$ cat src/rtl/button_round_ctrl_if.sv
// Button round controller bus: buttons, round control, sequence memory read and status.
// The controller side uses the slave modport; the host/memory side uses master.
interface button_round_ctrl_if;
  logic        red_button;
  logic        blue_button;
  logic        green_button;
  logic        yellow_button;
  logic        start;
  logic [5:0]  round_len;
  logic [4:0]  seq_addr;
  logic [1:0]  seq_data;
  logic [31:0] status_out;

  modport master (
    output red_button,
    output blue_button,
    output green_button,
    output yellow_button,
    output start,
    output round_len,
    output seq_data,
    input  seq_addr,
    input  status_out
  );

  modport slave (
    input  red_button,
    input  blue_button,
    input  green_button,
    input  yellow_button,
    input  start,
    input  round_len,
    input  seq_data,
    output seq_addr,
    output status_out
  );
endinterface

$ cat src/rtl/button_round_ctrl.sv
// Player-round checker: conditions four buttons and compares presses to sequence memory.
// Define BUTTON_DEBOUNCE_EN to add per-button DEBOUNCE_CYCLES debouncing.
module button_round_ctrl #(
  parameter int DEBOUNCE_CYCLES = 16,
  parameter int TIMEOUT_CYCLES  = 50_000_000,
  parameter int MAX_LEN         = 32
) (
  input logic               clock,
  input logic               reset,
  button_round_ctrl_if.slave bus
);

  localparam int TW = (TIMEOUT_CYCLES > 2) ?
                      $clog2(TIMEOUT_CYCLES) : 1;
  localparam logic [TW-1:0] T_LAST = TW'(TIMEOUT_CYCLES - 1);
  localparam logic [5:0]    LEN_MAX = 6'(MAX_LEN);

  typedef enum logic [2:0] {
    IDLE,
    WAIT_PRESS,
    CHECK,
    WAIT_RELEASE,
    PASS,
    FAIL
  } state_t;

  logic [3:0] raw;
  logic [3:0] sync1;
  logic [3:0] sync2;
  logic [3:0] cond;
  logic [3:0] prev;
  logic [1:0] fill;
  logic       armed;
  logic       onehot;
  logic       press;
  logic [1:0] col;

  // bit position equals the colour code
  assign raw = {bus.yellow_button, bus.green_button,
                bus.blue_button, bus.red_button};

  always_ff @(posedge clock or posedge reset) begin
    if (reset) begin
      sync1 <= '0;
      sync2 <= '0;
    end else begin
      sync1 <= raw;
      sync2 <= sync1;
    end
  end

`ifdef BUTTON_DEBOUNCE_EN
  localparam int CW = $clog2(DEBOUNCE_CYCLES + 1);
  localparam logic [CW-1:0] D_LAST = CW'(DEBOUNCE_CYCLES - 1);

  logic [3:0][CW-1:0] cnt;

  always_ff @(posedge clock or posedge reset) begin
    if (reset) begin
      cond <= '0;
      cnt  <= '0;
    end else begin
      for (int i = 0; i < 4; i++) begin
        if (sync2[i] == cond[i]) begin
          cnt[i] <= '0;
        end else if (cnt[i] == D_LAST) begin
          cond[i] <= sync2[i];
          cnt[i]  <= '0;
        end else begin
          cnt[i] <= cnt[i] + CW'(1);
        end
      end
    end
  end
`else
  assign cond = sync2;
`endif

  // a button held through reset must be released before it can press
  always_ff @(posedge clock or posedge reset) begin
    if (reset) begin
      prev  <= '0;
      fill  <= '0;
      armed <= 1'b0;
    end else begin
      prev <= cond;
      if (fill != 2'd2) begin
        fill <= fill + 2'd1;
      end
      if (fill == 2'd2 && cond == '0 && sync2 == '0) begin
        armed <= 1'b1;
      end
    end
  end

  assign onehot = (cond != '0) &&
                  ((cond & (cond - 4'd1)) == '0);
  assign press  = armed && (prev == '0) && onehot;

  always_comb begin
    col = 2'd0;
    case (cond)
      4'b0010: col = 2'd1;
      4'b0100: col = 2'd2;
      4'b1000: col = 2'd3;
      default: col = 2'd0;
    endcase
  end

  state_t        state_q, state_d;
  logic [4:0]    index_q, index_d;
  logic [TW-1:0] timer_q, timer_d;
  logic [5:0]    len_q, len_d;
  logic [1:0]    colour_q, colour_d;
  logic          timeout_q, timeout_d;
  logic          bad_len_q, bad_len_d;
  logic          any_q, any_d;
  logic          go;
  logic [31:0]   status_q;

  always_ff @(posedge clock or posedge reset) begin
    if (reset) begin
      state_q   <= IDLE;
      index_q   <= '0;
      timer_q   <= '0;
      len_q     <= '0;
      colour_q  <= '0;
      timeout_q <= 1'b0;
      bad_len_q <= 1'b0;
      any_q     <= 1'b0;
    end else begin
      state_q   <= state_d;
      index_q   <= index_d;
      timer_q   <= timer_d;
      len_q     <= len_d;
      colour_q  <= colour_d;
      timeout_q <= timeout_d;
      bad_len_q <= bad_len_d;
      any_q     <= any_d;
    end
  end

  always_comb begin
    state_d   = state_q;
    index_d   = index_q;
    timer_d   = timer_q;
    len_d     = len_q;
    colour_d  = colour_q;
    timeout_d = timeout_q;
    bad_len_d = bad_len_q;
    any_d     = any_q;
    go = bus.start &&
         (state_q == IDLE || state_q == PASS ||
          state_q == FAIL);
    if (go) begin
      index_d   = '0;
      timer_d   = '0;
      len_d     = bus.round_len;
      timeout_d = 1'b0;
      bad_len_d = 1'b0;
      any_d     = 1'b0;
      if (bus.round_len != '0 &&
          bus.round_len <= LEN_MAX) begin
        state_d = WAIT_PRESS;
      end else begin
        state_d   = FAIL;
        bad_len_d = 1'b1;
      end
    end else begin
      case (state_q)
        WAIT_PRESS: begin
          if (timer_q == T_LAST) begin
            state_d   = FAIL;
            timeout_d = 1'b1;
          end else if (press) begin
            colour_d = col;
            any_d    = 1'b1;
            state_d  = CHECK;
          end else begin
            timer_d = timer_q + TW'(1);
          end
        end
        CHECK: begin
          state_d = (colour_q == bus.seq_data) ?
                    WAIT_RELEASE : FAIL;
        end
        WAIT_RELEASE: begin
          if (cond == '0) begin
            if ({1'b0, index_q} == len_q - 6'd1) begin
              state_d = PASS;
            end else begin
              index_d = index_q + 5'd1;
              timer_d = '0;
              state_d = WAIT_PRESS;
            end
          end
        end
        default: ;
      endcase
    end
  end

  always_ff @(posedge clock or posedge reset) begin
    if (reset) begin
      status_q <= '0;
    end else begin
      status_q <= {19'd0, any_q, colour_q, index_q,
                   bad_len_q, timeout_q,
                   state_q == FAIL, state_q == PASS,
                   state_q == WAIT_PRESS ||
                   state_q == CHECK ||
                   state_q == WAIT_RELEASE};
    end
  end

  assign bus.seq_addr   = index_q;
  assign bus.status_out = status_q;

endmodule

$ cat src/flat_wrapper.sv
// flat-port wrapper written by rule: the top's interface ports become plain ports
module button_round_ctrl_flat 
#(
  parameter int DEBOUNCE_CYCLES = 16,
  parameter int TIMEOUT_CYCLES  = 50_000_000,
  parameter int MAX_LEN         = 32
)
  (clock, reset, bus_red_button, bus_blue_button, bus_green_button, bus_yellow_button, bus_start, bus_round_len, bus_seq_data, bus_seq_addr, bus_status_out);
  button_round_ctrl_if bus_i ();
  input logic clock;
  input logic reset;
  input wire logic [$bits(bus_i.red_button)-1:0] bus_red_button;
  input wire logic [$bits(bus_i.blue_button)-1:0] bus_blue_button;
  input wire logic [$bits(bus_i.green_button)-1:0] bus_green_button;
  input wire logic [$bits(bus_i.yellow_button)-1:0] bus_yellow_button;
  input wire logic [$bits(bus_i.start)-1:0] bus_start;
  input wire logic [$bits(bus_i.round_len)-1:0] bus_round_len;
  input wire logic [$bits(bus_i.seq_data)-1:0] bus_seq_data;
  output wire logic [$bits(bus_i.seq_addr)-1:0] bus_seq_addr;
  output wire logic [$bits(bus_i.status_out)-1:0] bus_status_out;
  assign bus_i.red_button = bus_red_button;
  assign bus_i.blue_button = bus_blue_button;
  assign bus_i.green_button = bus_green_button;
  assign bus_i.yellow_button = bus_yellow_button;
  assign bus_i.start = bus_start;
  assign bus_i.round_len = bus_round_len;
  assign bus_i.seq_data = bus_seq_data;
  assign bus_seq_addr = bus_i.seq_addr;
  assign bus_status_out = bus_i.status_out;
  button_round_ctrl #(.DEBOUNCE_CYCLES(DEBOUNCE_CYCLES), .TIMEOUT_CYCLES(TIMEOUT_CYCLES), .MAX_LEN(MAX_LEN)) u_core (.clock(clock), .reset(reset), .bus(bus_i));
endmodule
$ cat config.mk
export PLATFORM = sky130hd
export DESIGN_NAME = button_round_ctrl_flat
export DESIGN_NICKNAME = d
export VERILOG_FILES = /design/src/rtl/button_round_ctrl_if.sv /design/src/rtl/button_round_ctrl.sv /design/src/flat_wrapper.sv
export SDC_FILE = /design/constraint.sdc
export NUM_CORES = 1
export LEC_CHECK = 0
export CAP_MARGIN = 20
export CORE_ASPECT_RATIO = 0.9
export CORE_MARGIN = 3
export CORE_UTILIZATION = 25
export CTS_BUF_LIST = sky130_fd_sc_hd__clkbuf_4 sky130_fd_sc_hd__clkbuf_8
export CTS_CLUSTER_SIZE = 16
export DETAILED_ROUTE_END_ITERATION = 8
export HOLD_SLACK_MARGIN = 0.06
export PLACE_DENSITY_LB_ADDON = 0.15
export SYNTH_ARGS = -nofsm -noshare
export SYNTH_HDL_FRONTEND = slang
export SYNTH_SLANG_ARGS = --single-unit
$ cat constraint.sdc
create_clock -name clock -period 3.1 [get_ports clock]
set_clock_uncertainty 0.05 [all_clocks]
set_input_delay 0.62 -clock clock [delete_from_list [all_inputs] [get_ports clock]]
set_output_delay 0.62 -clock clock [all_outputs]
set_load 0.01 [all_outputs]
# [Yosys cells after proc, flatten, opt, wreduce, memory -nomap -nowiden]
# Cells that the tools add are included.
[word_totals] ff_bits=73 inputBits=15 output_inout_bits=37 word_cells=100
[op_classes] add_sub_neg=5 n_lt_le_gt_ge=1 n_eq_ne=20 mux=27 bitwise=3 reduce_logical=30
[ops] op="$mux 26" n=5
[ops] op="$pmux 26 s2" n=1
[ops] op="$add 26x1->26 const B" n=1
[ops] op="$eq 26x26->1 const B" n=1
[ops] op="$mux 3" n=7
[ops] op="$mux 5" n=4
[ops] op="$logic_not 4->1" n=3
[ops] op="$reduce_bool 2->1" n=5
[ops] op="$pmux 3 s3" n=1
[ops] op="$reduce_and 3->1" n=3
[ops] op="$mux 1" n=8
[ops] op="$reduce_bool 4->1" n=2
[ops] op="$logic_and 1x1->1" n=7
[ops] op="$eq 3x2->1 const B" n=2
[ops] op="$eq 3x3->1 const B" n=2
[ops] op="$eq 5x6->1" n=1
[ops] op="$le 6x6->1 const B" n=1
[ops] op="$ne 3x2->1 const B" n=2
[ops] op="$pmux 2 s3" n=1
[ops] op="$reduce_bool 6->1" n=1
[ops] op="$sub 6x1->6 const B" n=1
[ops] op="$add 5x1->5 const B" n=1
[ops] op="$reduce_and 5->1" n=1
[ops] op="$and 4x4->4" n=1
[ops] op="other kinds (19)" n=24

# [Depth between registers and ports, before layout]
[depth] word_depth=9 mapped_depth=9 mapped_depth_nobuf=8

# [Least setup slack after synthesis]
# No wires, ideal clock.
[synth_path] path_type="register to register" startpoint="register u_core.timer_q[0]" endpoint="register u_core.timer_q[2]" setup_time_ps=124 t_arrival_ps=2016 t_required_ps=2926 slack_ps=910 stages_incl_launch_ff=9 n_path_buf=1 period_less_slack_ps=2190 cell_sequence="dfrtp_1 -> ha_1 -> nand3_1 -> or2_2 -> or3_4 -> nand3b_4 -> buf_2 -> nor3b_1 -> a211o_1"
[synth_between] elab_chain_cells=5 elab_cells_between_ends=8 cone_classes="add/sub (1); eq/ne (2); mux (4); reduce/logical (1)"
[synth_lines] element="start: declaration" line="button_round_ctrl.sv:112" source="logic [TW-1:0] timer_q, timer_d;"
[synth_lines] element="start signal: assignment" line="button_round_ctrl.sv:134" source="timer_q <= timer_d;"
[synth_lines] element="$add 26x1->26" line="button_round_ctrl.sv:180" source="timer_d = timer_q + TW'(1);"
[synth_lines] element="$mux 26" line="button_round_ctrl.sv:175" source="end else if (press) begin"
[synth_lines] element="$mux 26" line="button_round_ctrl.sv:172" source="if (timer_q == T_LAST) begin"
[synth_lines] element="$pmux 26 s2" line="button_round_ctrl.sv:170" source="case (state_q)"
[synth_lines] element="$mux 26" line="button_round_ctrl.sv:155" source="if (go) begin"
# Parallel ways exist; a longest one is shown, timed or not. The select of a mux whose other input is x is not followed.
# A chain may end at the register's enable or synchronous reset.

# [Final worst setup path]
[layout_path] startpoint="register u_core.timer_q[7]" endpoint="register u_core.timer_q[25]"
# The elaborated chain is that of the path after synthesis.

==> metrics.csv <==
metric,value,unit
grt_pass1_vias,2668,
cts_sinks,73,
cts_buffers,9,
critPathTopFamily,simple AND/OR/NAND/NOR gates,
worst_setup_path_start_kind,flop,
regToRegSetupSlack,0.66,ns
fmax,409,MHz
hold_path_startpoint,u_core.sync1[1],
synth_xor_area_frac,0.0384,
grt_max_degree,74,
synth_compound_area_frac,0.154,
post-place-ws,0.424,ns
grt_pass1_wl,13600,um
cts_resized,0,
num-fill-cells,1480,
cts_tree,done,
synthAdderAreaFrac,0.0137,
gp_congestion,0.721,
setup_ws,0.657,ns
rr_endpoint,u_core.timer_q[25],
maxCapViolations,0,
first_pass_iters,4,
final_net_count,417,
ys_ff_latch,73,
seq_area_frac_synth,0.500,
grt.overflow.total,0,
path_max_fanout,8,
syn_to_final_growth,18.5,%
boundaryPins,52,
core_area,14200,um2
cp-startpoint,u_core.timer_q[7],
critPathRequiredTime,3.30,ns
hpwlAfterDp,5290,um
gr-usage-all-layers,0.107,
muxShareOfSynthArea,0.00856,
antenna_found_initial,0,
fp.dieW,133,um
critPathMaxStageDelay,0.69,ns
clkLatencyLatePin,0.36,ns
worstSetupPathType,reg -> reg,
setup_viol,0,
setup_tns,0,ns
portBuffers,32,
yosys_warnings,0,
hold_class,reg -> reg,
period_share,0.788,
drv_slew,0,
crit_cells,6,
slowest_stage,nor4_1,
crit_arrival,2.64,ns
start_util,0.258,
crit_buf_inv,0,
hold_viol_final,0,
hold_buffers,0,
total_leakage_power,1.91,nW
vias,2717,
via_per_inst,4.56,
reg2regPathDepth,6,
synth_edf_count,0,
drive_above_1_share,0.0819,
die_area,16100,um2
peakVddDrop,287,uV
synth_cells,364,
synth_cell_types,59,
syn-cell-area,3650,um2
synth_top_family_by_area,simple AND/OR/NAND/NOR gates,
num_rows,41,
root_buffer,clkbuf_8,
cts_buffer_depth,2,
fin_crit,2.44,ns
wl,8010,um
rsz0062_at_grt,false,
regToRegStartpoint,u_core.timer_q[7],
cts_setup_buffers,0,
crit_end,u_core.timer_q[25],
avgSynthCellArea,10.0,um2
antennaDiodeCount,0,
ant_nets,0,
status,finished clean,
synth_ff_type,dfrtp_1,
fp.dieH,121,um
p_per_area,754,nW/um2
synth-simple-area-share,0.214,
max_slew_margin,0.478,
htreeDepth,3,
post_drt_wl_per_cell,13.4,um
cp-end-kind,flop,
worstMarginPinSlew,0.775,ns
clk_pin_slew,0.08,ns
drc_errors,0,
drtIter0Drc,113,
critical_path.cell_chain,"nand4_1, nor4_1, nand2b_1, o31ai_1, nand2_1, o22a_1",
async_flop_share,1.00,
[worst min path at each step]
stage	to	slack, ns	depth (start not counted)
after floorplan	u_core.cond[0]	0.28	0
after global routing	u_core.cond[1]	0.31	0
after detailed placement	u_core.cond[1]	0.28	0
final	u_core.cond[1]	0.30	0
after global placement	u_core.cond[2]	0.28	0
after CTS	u_core.cond[1]	0.30	0
[cell type report]
cell class | instances | area (um2) | share of cell area
clock buffer | 12 | 159 | 0.0367
multi-input combinational | 267 | 1640 | 0.378
sequential | 73 | 1830 | 0.422
clock inverter | 4 | 51.3 | 0.0119
timing repair buffer | 38 | 378 | 0.0873
tap | 193 | 241 | 0.0558
inverter | 9 | 33.8 | 0.00781
[routing by layer]
layer  global-route usage  vias to the layer above  part of all wire
li1                     -                     1333                 -
met1                0.141                     1309              0.50
met2                0.160                       62              0.43
met3               0.0337                       13             0.050
met4               0.0463                        0             0.020
met5                    0                        -                 0
[layout by cell type, fill, tap and decap left out, types with 4 or more instances in the layout]
| cell type | instances |
|---|---|
| dfrtp_1 | 73 |
| nand4_1 | 4 |
| o211ai_1 | 4 |
| nor2b_1 | 6 |
| o31ai_1 | 7 |
| nand2b_1 | 4 |
| xor2_1 | 4 |
| inv_1 | 8 |
| a21o_1 | 9 |
| ha_1 | 4 |
| nor2_1 | 23 |
| clkbuf_8 | 11 |
| nand2_1 | 47 |
| buf_4 | 5 |
| nor3_1 | 14 |
| xnor2_1 | 12 |
| o22a_1 | 10 |
| conb_1 | 19 |
| a211o_1 | 5 |
| nor4_1 | 6 |
| nand3_1 | 21 |
| a21oi_1 | 4 |
| clkdlybuf4s50_1 | 32 |
| o21ai_0 | 14 |
| and3_1 | 7 |
[power by group]
part | total (mW) | switching [mW] | internal [mW]
Combinational | 1.08 | 0.570 | 0.505
Sequential | 1.40 | 0.240 | 1.16
Clock | 0.790 | 0.366 | 0.425
Total | 3.26 | 1.18 | 2.09
[registers in the layout (all words and copies together) (netlist names)]
signal                 cells
u_core.any_q               1
u_core.armed               1
u_core.bad_len_q           1
u_core.bus.seq_addr        5
u_core.bus.status_out     13
u_core.colour_q            2
u_core.cond                4
u_core.fill                2
u_core.len_q               6
u_core.prev                4
u_core.state_q             3
u_core.sync1               4
u_core.timeout_q           1
u_core.timer_q            26
[cell usage after synthesis, types with 4 or more instances]
master | n | area, um2
nor4_1 | 6 | 37.5
o21ai_0 | 14 | 70.1
xnor2_1 | 12 | 105
o22a_1 | 10 | 87.6
inv_1 | 9 | 33.8
nand2b_1 | 4 | 25.0
o211ai_1 | 4 | 30.0
nor3_1 | 14 | 70.1
ha_1 | 4 | 50.1
buf_4 | 19 | 143
nand2_1 | 47 | 176
a21oi_1 | 4 | 20.0
o31ai_1 | 7 | 52.6
a211o_1 | 5 | 43.8
dfrtp_1 | 73 | 1830
a21o_1 | 9 | 67.6
nand4_1 | 4 | 25.0
xor2_1 | 4 | 35.0
clkbuf_1 | 7 | 26.3
nand3_1 | 21 | 105
nor2b_1 | 6 | 37.5
nor2_1 | 23 | 86.3
and3_1 | 7 | 43.8
[kinds of logic (layout without fill, tap and decap cells)]
| family | count (synthesis) | count (layout) |
|---|---|---|
| AO/OA/AOI/OAI | 75 | 75 |
| XOR/XNOR | 16 | 16 |
| adder cells (fa/ha/maj) | 4 | 4 |
| buffers and inverters | 42 | 63 |
| flip-flops | 73 | 73 |
| multiplexers | 3 | 3 |
| other | 1 | 19 |
| AND/OR/NAND/NOR | 150 | 150 |
[per-stage QoR]
| step | std cells | utilization | hold WS [ns] | power [mW] | cell area, um2 |
|---|---|---|---|---|---|
| finish | 596 | 0.306 | 0.300 | 3.26 | 4330 |
| global route | 596 | 0.306 | 0.308 | 3.51 | 4330 |
| CTS | 596 | 0.306 | 0.302 | 3.32 | 4330 |
| detailed placement | 580 | 0.291 | 0.285 | 2.50 | 4120 |
| global placement | 580 | 0.291 | 0.284 | 2.50 | 4120 |
| floorplan | 382 | - | 0.281 | 2.14 | 3720 |
No activity file was read; power rests on OpenSTA's default activity.
